$ cat src/rtl/video_timing_gen.sv
// video_timing_gen
// ----------------
// Free-running raster timing generator for the HDMI output path. A pixel
// counter pair (x, y) walks the full raster including blanking, and the sync,
// data-enable and frame strobes are decoded from it. A single-cycle vreset
// pulse from the video analysis side snaps the raster to the first active
// pixel (0,0) so the outgoing frame lines up with the core's video.
//
// Default parameters give 720x576@50 Hz on a 27 MHz pixel clock
// (864 x 625 total).
//
// Optional build macro:
//   VIDEO_TIMING_GEN_LOCK_DET_EN - builds the vreset alignment detector that
//                                  drives 'locked'. Without it 'locked' is 0.
//
// Ports:
//   clk     in   1   pixel clock
//   reset   in   1   asynchronous, active-high reset
//   vreset  in   1   single-cycle realign request, synchronous to clk
//   hs      out  1   horizontal sync, active level HS_POL
//   vs      out  1   vertical sync, active level VS_POL
//   de      out  1   data enable, high in the active area
//   x       out  12  horizontal position
//   y       out  11  vertical position
//   frame   out  1   one-cycle pulse while the raster is at (0,0)
//   locked  out  1   vreset alignment status
module video_timing_gen #(
  parameter int H_ACTIVE = 720,
  parameter int H_FP     = 12,
  parameter int H_SYNC   = 64,
  parameter int H_BP     = 68,
  parameter int V_ACTIVE = 576,
  parameter int V_FP     = 5,
  parameter int V_SYNC   = 5,
  parameter int V_BP     = 39,
  parameter bit HS_POL   = 1'b0,
  parameter bit VS_POL   = 1'b0
) (
  input  logic        clk,
  input  logic        reset,
  input  logic        vreset,
  output logic        hs,
  output logic        vs,
  output logic        de,
  output logic [11:0] x,
  output logic [10:0] y,
  output logic        frame,
  output logic        locked
);

  localparam int H_TOTAL = H_ACTIVE + H_FP + H_SYNC + H_BP;
  localparam int V_TOTAL = V_ACTIVE + V_FP + V_SYNC + V_BP;

  localparam logic [11:0] X_LAST   = 12'(H_TOTAL - 1);
  localparam logic [11:0] X_ACT    = 12'(H_ACTIVE);
  localparam logic [11:0] HS_START = 12'(H_ACTIVE + H_FP);
  localparam logic [11:0] HS_END   = 12'(H_ACTIVE + H_FP + H_SYNC - 1);

  localparam logic [10:0] Y_LAST   = 11'(V_TOTAL - 1);
  localparam logic [10:0] Y_ACT    = 11'(V_ACTIVE);
  localparam logic [10:0] VS_START = 11'(V_ACTIVE + V_FP);
  localparam logic [10:0] VS_END   = 11'(V_ACTIVE + V_FP + V_SYNC - 1);

  logic [11:0] x_q, x_d;
  logic [10:0] y_q, y_d;
  logic        hs_q, hs_d;
  logic        vs_q, vs_d;
  logic        de_q, de_d;
  logic        frame_q, frame_d;

  // Next raster position. vreset wins over normal counting and truncates
  // whatever line/frame is in progress. Resetting from the last pixel of the
  // frame lands on (0,0) exactly as the natural wrap would.
  always_comb begin
    x_d = x_q;
    y_d = y_q;
    if (vreset) begin
      x_d = '0;
      y_d = '0;
    end else if (x_q == X_LAST) begin
      x_d = '0;
      y_d = (y_q == Y_LAST) ? '0 : y_q + 11'd1;
    end else begin
      x_d = x_q + 12'd1;
    end
  end

  // Strobes are decoded from the next position rather than the current one,
  // so once registered they describe the same pixel as x/y (zero skew).
  // vs depends on y only, which makes it switch on whole-line boundaries.
  always_comb begin
    de_d    = (x_d < X_ACT) && (y_d < Y_ACT);
    hs_d    = ((x_d >= HS_START) && (x_d <= HS_END)) ? HS_POL : ~HS_POL;
    vs_d    = ((y_d >= VS_START) && (y_d <= VS_END)) ? VS_POL : ~VS_POL;
    frame_d = (x_d == '0) && (y_d == '0);
  end

  // Raster and strobe registers. Reset parks the raster on the last pixel of
  // the frame so the first edge after release produces (0,0).
  always_ff @(posedge clk or posedge reset) begin
    if (reset) begin
      x_q     <= X_LAST;
      y_q     <= Y_LAST;
      hs_q    <= ~HS_POL;
      vs_q    <= ~VS_POL;
      de_q    <= 1'b0;
      frame_q <= 1'b0;
    end else begin
      x_q     <= x_d;
      y_q     <= y_d;
      hs_q    <= hs_d;
      vs_q    <= vs_d;
      de_q    <= de_d;
      frame_q <= frame_d;
    end
  end

  assign x     = x_q;
  assign y     = y_q;
  assign hs    = hs_q;
  assign vs    = vs_q;
  assign de    = de_q;
  assign frame = frame_q;

`ifdef VIDEO_TIMING_GEN_LOCK_DET_EN
  logic [1:0] lock_cnt_q, lock_cnt_d;
  logic       locked_q, locked_d;
  logic       aligned;

  // A vreset is aligned when it hits the pixel where the raster would wrap
  // anyway. Two aligned requests in a row declare lock; any misaligned one
  // clears the history and drops lock. Frames without a vreset change nothing.
  always_comb begin
    lock_cnt_d = lock_cnt_q;
    locked_d   = locked_q;
    aligned    = (x_q == X_LAST) && (y_q == Y_LAST);
    if (vreset) begin
      if (aligned) begin
        if (lock_cnt_q != 2'd3) begin
          lock_cnt_d = lock_cnt_q + 2'd1;
        end
        if (lock_cnt_d[1]) begin
          locked_d = 1'b1;
        end
      end else begin
        lock_cnt_d = 2'd0;
        locked_d   = 1'b0;
      end
    end
  end

  // Detector state registers.
  always_ff @(posedge clk or posedge reset) begin
    if (reset) begin
      lock_cnt_q <= 2'd0;
      locked_q   <= 1'b0;
    end else begin
      lock_cnt_q <= lock_cnt_d;
      locked_q   <= locked_d;
    end
  end

  assign locked = locked_q;
`else
  assign locked = 1'b0;
`endif

endmodule

$ cat config.mk
export PLATFORM = sky130hd
export DESIGN_NAME = video_timing_gen
export DESIGN_NICKNAME = d
export VERILOG_FILES = /design/src/rtl/video_timing_gen.sv
export SDC_FILE = /design/constraint.sdc
export NUM_CORES = 1
export LEC_CHECK = 0
export ABC_AREA = 1
export ABC_CLOCK_PERIOD_IN_PS = 2700
export CORE_UTILIZATION = 25
export DETAILED_ROUTE_END_ITERATION = 12
export GPL_TIMING_DRIVEN = 0
export PLACE_DENSITY = 0.41
export SYNTH_ARGS = -nofsm -noshare
export SYNTH_HDL_FRONTEND = slang
export SYNTH_SLANG_ARGS = --single-unit
$ cat constraint.sdc
create_clock -name clk -period 2.7 [get_ports clk]
set_input_delay 0.54 -clock clk [delete_from_list [all_inputs] [get_ports clk]]
set_output_delay 0.54 -clock clk [all_outputs]
set_load 0.01 [all_outputs]
==> results.py <==
metrics = {
    "synthesis": {
        "syn_inst": 294,
        "syn_area_um2": 1962,
        "seq_area_frac_synth_pct": 35.33,
        "syn-mean-instance-area_um2": 6.673,
        "ys_types": 27,
        "synth_top_area_share_pct": 18.75,
        "synth_top_cell_by_area": "dfstp_2",
        "synth.area.top_cells": "dfstp_2 (19%), nand2_1 (17%), dfrtp_1 (17%), nand3_1 (9.4%), inv_1 (9.0%)",
        "syn_nets": 300,
        "ys_ff_latch": 27,
        "yosysWarnings": 0,
    },
    "global_route": {
        "grt_pass1_wl_um": 9156,
        "grt_max_degree": 28,
        "met1_usage_pct": 20.18,
        "grtUsageTotal_pct": 14.22,
        "top_usage_layer": "met2",
        "grt_use_met2_pct": 21.21,
        "first_global_vias": 1817,
        "antenna_found_initial": 0,
        "grt_util_met3_pct": 1.768,
        "gr-total-overflow": 0,
    },
    "routing": {
        "viasPerCell": 4.358,
        "routed_wl_um": 5393,
        "wire_per_inst_um": 12.69,
        "drt_iter0_drc": 129,
        "first_pass_iters": 4,
        "drtAntennaViolNets": 0,
        "route.vias.total": 1852,
        "drc": 0,
    },
    "floorplanning": {
        "die_w_um": 90.59,
        "die_h_um": 90.59,
        "die_area_um2": 8206,
        "coreArea_um2": 7408,
        "initial_core_util_pct": 26.48,
        "fp-row-count": 31,
        "io_pins": 31,
    },
    "worst_setup_path": {
        "max_stage_delay_ns": 0.58,
        "end_kind": "flip-flop",
        "path_cells": "ha_1, nand2_1, nor2_4, nand3_2, nand2_1, a21oi_1, nor3_1, nand3_1, nor3_2",
        "arrival_ns": 2.52,
        "crit_top_cell": "nand2_1",
        "worst-path-max-fanout": 6,
        "r2r_start": "x[0]",
        "required_ns": 2.91,
        "crit_type": "reg -> reg",
        "cpMaxStageDelayCell": "dfstp_2",
        "timing.rr.end": "frame",
        "reg2regPathDepth": 9,
        "critPathLaunchType": "flip-flop",
        "reg2reg_slack_ns": 0.39,
    },
    "placement": {
        "place_inst": 421,
        "routabilityCongestion": 0.8119,
        "preCtsSetupSlack_ns": 0.4162,
        "dpl.hpwl_um": 4110,
        "numPortBuffers": 28,
    },
    "timing": {
        "finalSetupViolCount": 0,
        "tightest_slew_ns": 1.147,
        "skew_ns": 0.008756,
        "slew-limit-headroom_pct": 23.42,
        "final_hold_viol_count": 0,
        "setup_ws_ns": 0.3884,
        "drv_slew": 0,
        "rsz0062_at_grt": "no",
        "setup_tns_ns": 0,
        "period_share_pct": 85.61,
        "fmax_mhz": 432.6,
        "finalWorstPathRequiredPeriod_ns": 2.312,
    },
    "cts": {
        "cts_num_sinks": 27,
        "cts_buffers": 3,
        "cts_hold_buf": 0,
        "cts_resized": 0,
        "cts_tree": "built",
        "clk_path_buf_depth": 2,
        "cts.reportedPaths.clkPinSlew_ns": 0.11,
        "htreeDepth": 1,
        "post-cts-setup-buffer-count": 0,
        "clockRootBuffer": "clkbuf_8",
        "clock_latency_ns": 0.29,
    },
    "cells_and_area": {
        "final_common_cell": "nand2_1",
        "layout.nets": 333,
        "drive_gt1_share_pct": 15.03,
        "diodes": 0,
        "final_cell_mix": "nand2_1 (87), inv_1 (47), nand3_1 (37)",
        "finalNonFillerCells": 425,
        "syn_to_final_growth_pct": 22.96,
    },
    "power_and_ir_drop": {
        "leakagePower_nw": 1.182,
        "cellPowerDensity_nw_per_um2": 299.0,
        "irDropWorstVdd_mv": 0.1927,
    },
    "run_status": {
        "status": "finished clean",
    },
    "worst_hold_path": {
        "hp-class": "reg -> reg",
        "hold_path_end": "x[0]",
        "hold_depth": 1,
        "min-delay-start": "x[0]",
    },
    "flow_run": {
        "drv_cap": 0,
    },
}
## cell usage after synthesis (all sizes together)
cell type  number
nand4           6
nand3b          2
ha              3
nand3          42
o21ai           6
nor2           41
o21bai          2
inv            51
dfrtp          13
buf             5
nor3            4
xor2            3
nand2          93
dfstp          14
nor3b           1
xnor2           1
a21oi           6
conb            1
## report_power, final
group / internal, W / switching, W
combinational: 0.0000187 / 0.0000329
clock: 0.000104 / 0.000148
sequential: 0.000413 / 0.00000408
## metal layers
| layer | vias to the layer above | wire (um) |
|---|---|---|
| met2 | 34 | 2263 |
| li1 | 972 | - |
| met3 | 7 | 150 |
| met4 | 0 | 114 |
| met5 | - | 0 |
| met1 | 839 | 2864 |
## cells by family (layout without fill, tap and decap cells)
kind of cell,count (synthesis),in the layout,synth area share (%)
simple gates,189,189,44.77
buf+inv,56,88,11.80
flops,27,27,35.33
compound gates,14,14,4.209
xor+xnor,4,4,1.786
fa+ha+maj,3,3,1.913
other cells,1,1,0.1911
## worst max-delay path by stage
stage | startpoint | end
2_1_floorplan | x[0] | vs
3_3_place_gp | x[0] | frame
3_5_place_dp | x[0] | frame
4_1_cts | x[0] | frame
5_1_grt | x[0] | frame
6_report | x[0] | frame
## per-stage QoR
step	total power (W)	cell area, um^2	util, %	hold WS, ns
4_1_cts	0.0007403	2412	32.56	0.5292
5_1_grt	0.0007594	2412	32.56	0.5627
6_report	0.0007212	2412	32.56	0.5417
3_5_place_dp	0.0004766	2366	31.94	0.5168
2_1_floorplan	0.0004530	1962	-	0.5140
3_3_place_gp	0.0004773	2366	31.94	0.5086
## sequential cells by signal, summed over array words and instances, names as in the netlist
| signal | count |
|---|---|
| x | 12 |
| y | 11 |
| de | 1 |
| frame | 1 |
| hs | 1 |
| vs | 1 |
## worst max-delay path, delay by kind of cell (launching register included)
kind            cells  cell delay (ns)
fa+ha+maj           1             0.17
flops               1             0.58
simple gates        7             1.40
compound gates      1             0.08
## cell type report
class	count	area [um^2]
well taps	99	123.9
plain buffers	5	40.04
clock inverters	1	5.005
fillers	799	4996
inverters	51	191.4
clock buffers	3	41.29
multi-input cells	211	1037
flip-flops and latches	27	693.2
repair buffers	28	280.3
Power figures use the tool's default switching activity.
